===== src/rtl/pwm_compare8.sv =====
// -----------------------------------------------------------------------------
// pwm_compare8
//
// PWM generator that follows an external 8-bit free-running counter. Each cycle
// it compares the sampled counter value against the active duty threshold and
// produces a registered PWM output. A new duty value is written into a shadow
// register through a valid/ready handshake. It only becomes active at a true
// counter wrap (255 -> 0), so every PWM period is glitch-free.
//
// Ports
//   clk           rising-edge clock, shared with the counter stage
//   reset         asynchronous, active-high reset
//   cnt           current counter value from the counter stage
//   enable        1 = PWM runs, 0 = pwm_out forced low
//                 (handshake and duty updates keep running)
//   duty_in       requested duty: high counts per 256-count period
//   duty_valid    duty_in is valid this cycle
//   duty_ready    shadow register can accept a write (= ~pending)
//   pwm_out       registered PWM output, high while cnt < duty
//   period_start  one-cycle pulse, registered, marking count 0 of a new period
//   update_done   one-cycle pulse, registered, when the shadow duty goes active
// -----------------------------------------------------------------------------
module pwm_compare8 #(
    parameter int WIDTH = 8
) (
    input  logic             clk,
    input  logic             reset,
    input  logic [WIDTH-1:0] cnt,
    input  logic             enable,
    input  logic [WIDTH-1:0] duty_in,
    input  logic             duty_valid,
    output logic             duty_ready,
    output logic             pwm_out,
    output logic             period_start,
    output logic             update_done
);

    logic [WIDTH-1:0] prev_cnt;
    logic [WIDTH-1:0] shadow;
    logic             pending;
    logic [WIDTH-1:0] active;

    logic             wrap;
    logic             apply;
    logic             accept;
    logic [WIDTH-1:0] eff;

    // Only a real terminal-count rollover counts as a boundary. A counter that
    // is cleared mid-period also lands on 0, but its previous value is not
    // all-ones, so the active duty stays put.
    assign wrap   = (cnt == '0) && (prev_cnt == '1);
    assign apply  = wrap && pending;

    // The shadow can only be written while it holds no unapplied value.
    // Because accept needs !pending and apply needs pending, the two never
    // happen in the same cycle. A write that lands on a wrap with nothing
    // pending is therefore held until the following wrap.
    assign accept = duty_valid && !pending;

    // When applying, the new duty already governs count 0 of the new period.
    assign eff    = apply ? shadow : active;

    assign duty_ready = ~pending;

    always_ff @(posedge clk or posedge reset) begin
        if (reset) begin
            prev_cnt     <= '0;
            shadow       <= '0;
            pending      <= 1'b0;
            active       <= '0;
            pwm_out      <= 1'b0;
            period_start <= 1'b0;
            update_done  <= 1'b0;
        end else begin
            prev_cnt     <= cnt;
            period_start <= wrap;
            update_done  <= apply;
            // Plain unsigned compare: duty 0 is never high, and duty 255 is
            // high for 255 of 256 counts. 100 % high is not reachable.
            pwm_out      <= enable && (cnt < eff);

            if (apply) begin
                active  <= shadow;
                pending <= 1'b0;
            end else if (accept) begin
                shadow  <= duty_in;
                pending <= 1'b1;
            end
        end
    end

endmodule


===== config.mk =====
export PLATFORM = sky130hd
export DESIGN_NAME = pwm_compare8
export DESIGN_NICKNAME = d
export VERILOG_FILES = /design/src/rtl/pwm_compare8.sv
export SDC_FILE = /design/constraint.sdc
export NUM_CORES = 1
export LEC_CHECK = 0
export ABC_AREA = 1
export CORE_AREA = 2 2 54 56
export CTS_CLUSTER_DIAMETER = 30
export DETAILED_ROUTE_END_ITERATION = 8
export DIE_AREA = 0 0 56 58
export PLACE_DENSITY = 0.74
export SLEW_MARGIN = 15
export SYNTH_ARGS = -nofsm -noshare
export SYNTH_HDL_FRONTEND = slang
export SYNTH_SLANG_ARGS = --single-unit

===== constraint.sdc =====
create_clock -name clk -period 2 [get_ports clk]
set_input_delay 0.2 -clock clk [delete_from_list [all_inputs] [get_ports clk]]
set_output_delay 0.2 -clock clk [all_outputs]
set_load 0.02 [all_outputs]

======== Yosys cells after proc, flatten, opt, wreduce, memory -nomap -nowiden ========
Index checks and enable logic that the tools add are counted.
storage, ports and cells
  register bits ........................... 28
  input port bits ......................... 20
  logic and storage cells ................. 22
cells by class
  $lt $le $gt $ge ......................... 1
  eq/ne operators ......................... 1
  mux-type cells .......................... 3
  bitwise operators ....................... 2
  reductions and logical operators ........ 8
operators with widths
  operator            count
  $eq 8x8->1 const B  1
  $logic_not 8->1     1
  $lt 8x8->1          1
  $mux 8              1
  $logic_and 1x1->1   4
  $mux 1              2
  $not 1->1           2
  $reduce_and 2->1    1
  $reduce_bool 2->1   1
  $logic_not 1->1     1

======== Logic depth before layout (Yosys ltp) ========
Gate-level depths: netlist of the first run.
  word-level depth ........................ 6
  gate-level depth with buffers ........... 12
  gate-level depth less buffers ........... 12

======== Least setup slack after synthesis of the first run ========
No wires, ideal clock.
  path kind ............................... in2reg
  start point ............................. input cnt[0]
  end point ............................... register pwm_out
  data arrival time ....................... 1.764 ns
  required time ........................... 1.923 ns
  slack ................................... 0.158 ns
  cell stages on the path ................. 10
  path buffers ............................ 1
  cell sequence ........................... or2_1 -> nor4_2 -> nand4_2 -> buf_6 -> o21ai_2 -> inv_1 -> ha_1 -> a21oi_1 -> o2111ai_1 -> a21oi_1
between the ends
  word-level cells in the longest chain between the ends .. 6
RTL lines
  element               line  RTL
  from (decl)           28    input logic [WIDTH-1:0] cnt,
  $logic_not 8->1       51    assign wrap = (cnt == '0) && (prev_cnt == '1);
  $logic_and 1x1->1     51
  $logic_and 1x1->1     52    assign apply = wrap && pending;
  $mux 8                n/a
  named net eff[5]      46    logic [WIDTH-1:0] eff;
  $lt 8x8->1            80    pwm_out <= enable && (cnt < eff);
  $logic_and 1x1->1     80
  to (signal assigned)  80
  to (decl)             33    output logic pwm_out,
The timed path passes the listed nets, and every way through them passes these cells.
A chain may end at the register's enable or synchronous reset.

======== Worst setup path in the final report of the first run ========
  start point ............................. register prev_cnt[7]
  end point ............................... register pwm_out
between the ends
  word-level cells in the longest chain between the ends .. 6
RTL lines
  element                 line  RTL
  from (decl)             38    logic [WIDTH-1:0] prev_cnt;
  from (signal assigned)  75    prev_cnt <= cnt;
  $eq 8x8->1              51
  $logic_and 1x1->1       51
  $logic_and 1x1->1       52
  $mux 8                  n/a
  named net eff[5]        46
  $lt 8x8->1              80
  $logic_and 1x1->1       80
The timed path passes the listed nets, and every way through them passes these cells.

==> summary.md, run 1 <==
| Metric | Value |
|---|---|
| Status | finished clean |
| Clock share of power | 0.273 |
| Final setup fails | 0 |
| Port Buffers | 23 |
| CTS H-Tree Depth | 1 |
| Area Growth Syn to Fin | 50.5% |
| Post-Synthesis Cells | 128 |
| GP Congestion | about 0.9 |
| Worst EP arrival | 2.27 ns |
| Tcrit/Tclk final | 0.994 |
| Internal | 778 uW |
| #FFs+latches synth | 28 |
| R2R Path End | pwm_out |
| Total grt overflow | 0 |
| Flop pwr share | 0.595 |
| Slew Limit Headroom | 0.743 |
| Final WL | 2.89 mm |
| Commonest cells in the netlist | dfrtp_1, inv_1, nand2_1 |
| Clock root buffer | clkbuf_4 |
| WL per Instance | 14.1 um |
| Die X | 56 um |
| Mapped Area | 1260 um^2 |
| Flop-to-flop setup slack | 0.01 ns |
| Layout Utilization | 0.711 |
| Worst IR Drop VDD | 0.000399 V |
| Post-Syn Nets | approximately 160 |
| Worst Tran Pin Value | 0.385 ns |
| Top FF cell, synth | dfrtp_1 |
| Antenna violations before repair | 0 |
| Chip Height | 58 um |
| DIE AREA | 3250 um^2 |
| Clock Sinks | 28 |
| Core area | 2660 um^2 |
| Setup Skew | 0.00673 ns |
| Distinct cells, synth | 20 |
| Clock buffer count from CTS | 3 |
| Fin. max-slew vios | 0 |
| RSZ-0062 raised after global routing | true |
| Final Critical Period | approximately 2.0 ns |
| Sw Share | 0.236 |
| Ranking of synthesized cells by area | dfrtp_1, inv_1, nand2_1 |
| Iter 0 DRT Violations | 17 |
| Max Cap Viol | 0 |
| Psw | 240 uW |
| CP startpoint | prev_cnt[7] |
| Via density | roughly 5 |
| Ys Warns | 0 |
| Clk pin slew, worst setup/hold paths | around 0.15 ns |
| Worst Setup Path Type | flip-flop to flip-flop |
| Post-synth top area share | 0.557 |
| Syn avg cell area | ~10 um^2 |
| Most common cell in the synthesized netlist | dfrtp_1 |
| Number of global-route vias before repair | 1,043 |
| Post-route ant nets | 0 |
| Post-synth EDFFs | 0 |
| CTS Hold Buffers Added | 0 |
| HP Class | primary input to flip-flop |
| Pwr Density | 538 nW/um^2 |
| First-pass GRT wire length | 4.53 mm |
| Detailed-route via count | 1,012 |
| FMAX | 503 MHz |
| Final Hold Fails | 0 |
| FILL cells | ~200 |
| Asr flop ratio synth | 1.00 |
| Worst setup SP type | flip-flop |
| CTS tree | done |
| Setup TNS | 0 ns |
| Largest net degree at the start of global routing | 29 |
| # rows | 19 |
| Leakage | 0.000922 uW |
| Layout cells sized above 1 | 0.322 |
| Total power | 1020 uW |
| Worst setup EP type | flip-flop |
| Gr usage total | 0.177 |
| Nets | 202 |
| Hold path start | cnt[0] |
| R2R Path Start | prev_cnt[7] |
| WP data required | 2.28 ns |
| Post-synth top area cell | dfrtp_1 |
| Crit path max fanout | 7 |
| HPWL Detailed | 1.99 mm |
| DRC violations left | 0 |
| Worst R2R Path Depth | 10 |
| Initial core utilization | 0.472 |
| Hold path depth | 2 |
| Drt first pass iters | 4 |
| Hold Path End | prev_cnt[0] |
| Clock Latency Late Sink | 0.33 ns |
| Seq/Total Area, Yosys | 0.557 |
| Antenna Cells | 0 |
| Clock tree buffer depth | 2 |
| IO Pins | 24 |
| Combinational fraction of design power | 0.132 |
## state kept, by name, indices dropped and copies added (netlist names)
name / count
prev_cnt: 8
period_start: 1
update_done: 1
pending: 1
active: 8
pwm_out: 1
shadow: 8
## worst max-delay path: stages (launching register included)
cell       delay, ns
dfrtp_1         0.39
nand4_1         0.12
nor4_2          0.18
nand4_2         0.17
buf_6           0.17
o21ai_4         0.16
inv_2           0.06
ha_4            0.23
a21oi_4         0.16
o2111ai_4       0.16
a21oi_2         0.13
## what timing repair did
item                                    in CTS  in global routing
setup buffers                                1                  4
endpoints found under the setup margin       1                  1
cloned                                       0                  0
resized for setup                            4                 31
pin swaps                                    2                 14
## per-layer routing
layer,vias to the layer above,track usage,wire [um]
li1,498,-,-
met1,490,0.215,1220
met2,21,0.333,1540
met3,3,0.0268,97
met4,0,0.0408,30
met5,-,0,0
## per-stage QoR
stage | hold slack (ns) | std cells | area (um^2) | setup slack (ns)
floorplan | 0.231 | 128 | 1260 | 0.158
global placement | 0.461 | 197 | 1640 | -0.366
detailed placement | 0.476 | 197 | 1640 | -0.450
CTS | 0.227 | 202 | 1690 | -0.0817
global route | 0.108 | 205 | 1890 | -0.117
finish | 0.118 | 205 | 1890 | 0.0113
## cell type report
cell class,count,area (um^2),share of cell area
repair buffers,43,397,0.210
clock buffers,4,36.3,0.0192
flip-flops and latches,28,701,0.370
well taps,31,38.8,0.0205
multi-input cells,72,619,0.327
inverters,27,101,0.0535
## kinds of logic (layout without fill, tap and decap cells)
| group | count (synthesis) | after routing | share of synthesized area |
|---|---|---|---|
| and+or+nand+nor | 45 | 45 | 0.162 |
| DFF | 28 | 28 | 0.557 |
| buffers and inverters | 28 | 74 | 0.0895 |
| AOI/OAI and AO/OA | 14 | 14 | 0.0677 |
| adders and majority gates | 7 | 7 | 0.0696 |
| muxes | 6 | 6 | 0.0537 |
## cell usage in the layout (no fill, tap or decap), types with 3 or more instances in the layout
cell,instances
ha_4,5
nor2_1,9
clkdlybuf4s50_1,21
clkbuf_4,3
nand2_2,3
buf_4,17
nand2_1,20
inv_1,25
dfrtp_1,28
o21ai_4,5
mux2_2,6
buf_6,3
nand4_1,3
## power groups by stage
stage | registers (uW) | logic (uW) | clock network, uW
6_report | 606 | 135 | 278
2_1_floorplan | 611 | 39.2 | 0
3_3_place_gp | 612 | 109 | 0
4_1_cts | 603 | 115 | 281
3_5_place_dp | 613 | 113 | 0
5_1_grt | 608 | 147 | 306
## worst max path at each step
stage,slack (ns),depth (start not counted),endpoint
final,0.01,10,pwm_out
after global routing,-0.12,11,pwm_out
after floorplan,0.16,10,pwm_out
after detailed placement,-0.45,12,pwm_out
after CTS,-0.08,9,pwm_out
after global placement,-0.37,10,pwm_out
No activity file was read; power rests on OpenSTA's default activity.
==> run 2: changes to the inputs <==
ABC_CLOCK_PERIOD_IN_PS = 2100   (was not set)
clock period = 2.1 ns   (was 2 ns; I/O delays follow)
==> run 2 against run 1 <==
Critical path depth grew 3. Core utilization down 4.1 points. Non-clock buffer count unchanged. Sequential power down 5.1%.
==> summary.md, run 2 (same netlist as run 1, synthesis figures left out) <==
| Metric | Value |
|---|---|
| Commonest non-fill, non-tap cells in the layout | dfrtp_1, inv_1, nand2_1, clkdlybuf4s50_1, buf_4 |
| Die X | 56 um (unchanged) |
| HP Class | primary input to asynchronous set/reset pin |
| Sw Share | 0.233 (-0.00308) |
| DIE AREA | 3250 um^2 (unchanged) |
| Setup Skew | 0.0134 ns (+0.00668 ns) |
| FMAX | 500 MHz (-0.47%) |
| Detailed-route via count | 1,005 (-0.69%) |
| Psw | 223 uW (-7.1%) |
| CTS Hold Buffers Added | 0 (unchanged) |
| Combinational fraction of design power | 0.121 (-0.011) |
| CTS tree | done |
| Pwr Density | 538 nW/um^2 (about the same) |
| Clock Latency Late Sink | 0.33 ns (about the same) |
| Flop pwr share | 0.600 (+0.005) |
| Nets | 202 (unchanged) |
| Worst setup EP type | flip-flop |
| DRC violations left | 0 (unchanged) |
| Placed Area | 1640 um^2 (unchanged) |
| Number of global-route vias before repair | 1,006 (-3.5%) |
| Clock buffer count from CTS | 3 (unchanged) |
| Worst IR Drop VDD | 0.000400 V (+0.13%) |
| WL per Instance | 13.2 um (-6.6%) |
| Initial core utilization | 0.472 (unchanged) |
| Max Cap Viol | 0 (unchanged) |
| Antenna violations before repair | 0 (unchanged) |
| Antenna Cells | 0 (unchanged) |
| Worst Tran Pin Value | 0.373 ns (-0.0118 ns) |
| Chip Height | 58 um (unchanged) |
| Worst setup SP type | flip-flop |
| Tcrit/Tclk final | 0.951 (-0.0428) |
| Layout cells sized above 1 | 0.264 (-0.0575) |
| Internal | 735 uW (-5.5%) |
| Critical path cell sequence | nand4_1 -> nor4_2 -> nand4_2 -> buf_4 -> buf_6 -> nand2_1 -> o21ai_2 -> ha_1 -> nand2_1 -> inv_1 -> nand2_1 -> nand2_1 -> a21oi_1 |
| Post-route ant nets | 0 (unchanged) |
| GP Congestion | 0.885 (about the same) |
| Fin. max-slew vios | 0 (unchanged) |
| Most used cell along the critical path | nand2_1 |
| Final instance area | 1780 um^2 (-5.8%) |
| # rows | 19 (unchanged) |
| Port Buffers | 23 (unchanged) |
| Clock Sinks | 28 (unchanged) |
| Leakage | 0.000891 uW (-3.3%) |
| Final Critical Period | 2.00 ns (+0.00948 ns) |
| Clk pin slew, worst setup/hold paths | 0.16 ns (about the same) |
| Biggest regs | active x8, prev_cnt x8, shadow x8 |
| Iter 0 DRT Violations | 21 (+4) |
| Worst Setup Path Type | flip-flop to flip-flop |
| Final WL | 2.70 mm (-6.6%) |
| Final Hold Fails | 0 (unchanged) |
| Area Growth Syn to Fin | 41.8% |
| Clock tree buffer depth | 2 (unchanged) |
| First-pass GRT wire length | 4.35 mm (-3.8%) |
| Via density | 4.90 (-0.69%) |
| Final setup fails | 0 (unchanged) |
| Worst Path Buf+Inv | 3 (+1) |
| Drt first pass iters | 4 (unchanged) |
| Slowest-stage cell, CP | dfrtp_1 |
| Crit path max fanout | 6 (-1) |
| Core area | 2660 um^2 (unchanged) |
| WP data required | 2.38 ns (+0.10 ns) |
| Critical path's top delay family | simple AND/OR/NAND/NOR gates |
| Worst path max stage delay | 0.39 ns (about the same) |
| Status | finished clean |
| HPWL Detailed | 1.97 mm (-0.92%) |
| CTS H-Tree Depth | 1 (unchanged) |
| Slew Limit Headroom | 0.751 (+0.00792) |
| Total power | 959 uW (-5.8%) |
| Total grt overflow | 0 (unchanged) |
| Gr usage total | 0.171 (-0.00664) |
| Clock share of power | 0.279 (+0.006) |
| Clock root buffer | clkbuf_4 |
| Largest net degree at the start of global routing | 29 (unchanged) |
| Commonest non-fill, non-tap cell in the layout | dfrtp_1 |
| IO Pins | 24 (unchanged) |
| Setup TNS | 0 ns (unchanged) |
| Worst EP arrival | 2.27 ns (about the same) |
run 2: power by group through the flow:
stage               logic, uW  registers [uW]  clock network [uW]
floorplan                37.3             582                   0
global placement          103             583                   0
detailed placement        107             584                   0
CTS                       108             573                 266
global route              128             577                 290
finish                    116             575                 267
run 2: metal layers:
metal | global-route usage | wire length (um)
met5 | 0 | 0
met4 | 0.0476 | 33
met1 | 0.207 | 1150
met3 | 0.0268 | 102
met2 | 0.316 | 1410
run 2: final cells by class:
class                           count  area [um^2]
Fill cell                         214          880
Sequential cell                    28          701
Multi-Input combinational cell     72          510
Timing Repair Buffer               43          395
Inverter                           27          101
Tap cell                           31         38.8
Clock buffer                        4         36.3
run 2: worst min-delay path, cell delays in order:
cell and delay, ns:
clkdlybuf4s50_1 0.40, inv_1 0.05, buf_4 0.33
run 2: through the flow:
step	worst slack (ns)	util	hold slack, ns	instances
2_1_floorplan	0.248	-	0.241	128
3_3_place_gp	-0.276	0.614	0.461	197
3_5_place_dp	-0.348	0.614	0.478	197
4_1_cts	0.00295	0.631	0.243	202
5_1_grt	-0.0458	0.670	0.253	205
6_report	0.102	0.670	0.220	205
run 2: timing repair:
action / 4_1_cts / 5_1_grt
setup buffers: 1 / 3
pin swaps: 1 / 8
resized for setup: 0 / 16
hold endpoints to repair: 0 / 0
endpoints found under the setup margin: 1 / 1
run 2: final timing paths:
path | slack (ns) | depth (start not counted) | start | to
worst max-delay path | 0.10 | 13 | prev_cnt[0] | pwm_out
worst min-delay path | 0.22 | 3 | reset | prev_cnt[7]
worst max register to register | 0.10 | 13 | prev_cnt[0] | pwm_out
worst min register to register | 0.50 | 2 | active[5] | active[5]
max in group asynchronous | 1.61 | 3 | reset | pending
min in group clk | 0.43 | 3 | enable | pwm_out
==> variant: new RTL, settings of run 1 <==
Put one more register stage on the output `pwm_out`, cleared by the reset. The value now appears one clock later. The other outputs are not delayed to match. Comments in the files are not updated.
--- a/src/rtl/pwm_compare8.sv
+++ b/src/rtl/pwm_compare8.sv
@@ -36,4 +36,6 @@
 );
 
+    logic pwm_s0;
+
     logic [WIDTH-1:0] prev_cnt;
     logic [WIDTH-1:0] shadow;
@@ -69,5 +71,5 @@
             pending      <= 1'b0;
             active       <= '0;
-            pwm_out      <= 1'b0;
+            pwm_s0       <= 1'b0;
             period_start <= 1'b0;
             update_done  <= 1'b0;
@@ -78,5 +80,5 @@
             // Plain unsigned compare: duty 0 is never high, and duty 255 is
             // high for 255 of 256 counts. 100 % high is not reachable.
-            pwm_out      <= enable && (cnt < eff);
+            pwm_s0       <= enable && (cnt < eff);
 
             if (apply) begin
@@ -90,4 +92,12 @@
     end
 
+    always_ff @(posedge clk or posedge reset) begin
+        if (reset) begin
+            pwm_out <= '0;
+        end else begin
+            pwm_out <= pwm_s0;
+        end
+    end
+
 endmodule
 
Function: changed (Yosys sat finds a counterexample within 4 cycles, from zero or initial values and one cycle with reset high).
==> variant against run 1 <==
- routed wire length down 11%
- synthesized area up 2.0%
- total power is 6.8% higher
- cell area fell by 6.8%
- worst setup slack improved by 0.075 ns
- sequential share of layout area up 4.1 points
- sequential power grew 3%
- sequential cell count increased by 1
==> variant: results (changes against run 1) <==
- Metal1 wirelength: 997 µm (was 1.22 mm)
- H-tree level count: 2 (was 1)
- CP max stage delay: 0.45 ns (was 0.39 ns)
- Vias per Instance: 4.79 (was 4.94)
- Non-CTS buffers: 39 (was 43)
- Fraction of area in registers: 0.411 (was 0.370)
- Commonest cells in the netlist: 29 x dfrtp_1, 26 x inv_1, 25 x nand2_1 (was 28 x dfrtp_1, 26 x inv_1, 25 x nand2_1)
- Clock Skew: 0.00731 ns (was 0.00673 ns)
- Post-Synth Adder-Cell Area: 0.0683 (was 0.0697)
- First-pass GRT wire length: 4.57 mm (was 4.53 mm)
- Sequential element share of the synthesized area: 0.566 (was 0.557)
- Largest net degree at the start of global routing: 30 (was 29)
- Pre-CTS setup slack: -0.381 ns (was -0.450 ns)
- Cell Area, Placed: 0.00166 mm² (was 0.00164 mm²)
- Synth top area share: 0.566 (was 0.557)
- Arr. time, crit path: 2.16 ns (was 2.27 ns)
- Cells after DPL: 198 (was 197)
- Synth Area in Compound Gates: 0.0663 (was 0.0677)
- Max VDD drop: 0.594 mV (was 0.399 mV)
- Leak: 0.911 nW (was 0.922 nW)
- Routability cong.: 0.882 (was 0.885)
- Clock tree cell share of total cell area: 0.0312 (was 0.0192)
- Buffer share of cell area: 0.206 (was 0.210)
- Met3 WL: 140 µm (was 97 µm)
- Fraction of synthesized area in multiplexers: 0.0527 (was 0.0537)
- Area of the multi-input gates: 480 µm² (was 619 µm²)
- Initial drt markers: 11 (was 17)
- Synth top area cells: dfrtp_1 57%, inv_1 7.6%, nand2_1 7.3% (was dfrtp_1 56%, inv_1 7.8%, nand2_1 7.5%)
- Number of clock buffers in the layout: 7 (was 4)
- Post-Syn Area per Cell: 9.94 µm² (was 9.82 µm²)
- Slew margin rel.: 0.751 (was 0.743)
- Grt met2 use: 0.338 (was 0.333)
- Well Taps: 31 (unchanged)
- Aggregate global-route resource usage: 0.190 (was 0.177)
- Met3 usage: 0.0781 (was 0.0268)
- Crit start category: primary input (was flop)
- Post-synthesis register bit count: 29 (was 28)
- Hpwl dp: 1.99 mm (about the same)
- Fillcell total: 229 (was 195)
- Vias in the first global route: 1090 (was 1043)
- Status: finished clean (unchanged)
- Post-Synthesis Net Count: 156 (was 155)
- Crit path max fanout: 6 (was 7)
- Share of layout cells above drive strength 1: 0.247 (was 0.322)
- Met1 GRT Util: 0.201 (was 0.215)
-- variant: cell types whose count changed after synthesis, sizes merged --
cell,change
dfrtp,+1
-- variant: power by group --
part | total (mW) | switching, mW | internal, mW
combinational | 0.114 | 0.0488 | 0.0655
clock | 0.349 | 0.183 | 0.166
sequential | 0.625 | 0.0139 | 0.611
-- variant: final timing paths --
path | start | end | slack (ns) | depth (start not counted)
max | cnt[1] | pwm_s0 | 0.09 | 9
min | cnt[0] | prev_cnt[0] | 0.15 | 2
max reg2reg | prev_cnt[7] | pwm_s0 | 0.11 | 9
min reg2reg | pwm_s0 | pwm_out | 0.39 | 0
max in group asynchronous | reset | shadow[3] | 1.47 | 3
min in group asynchronous | reset | active[0] | 0.26 | 3
-- variant: repair_timing --
action	in CTS	in global routing
setup buffers	0	0
pin swaps	3	5
resized for setup	2	11
endpoints found under the setup margin	1	1
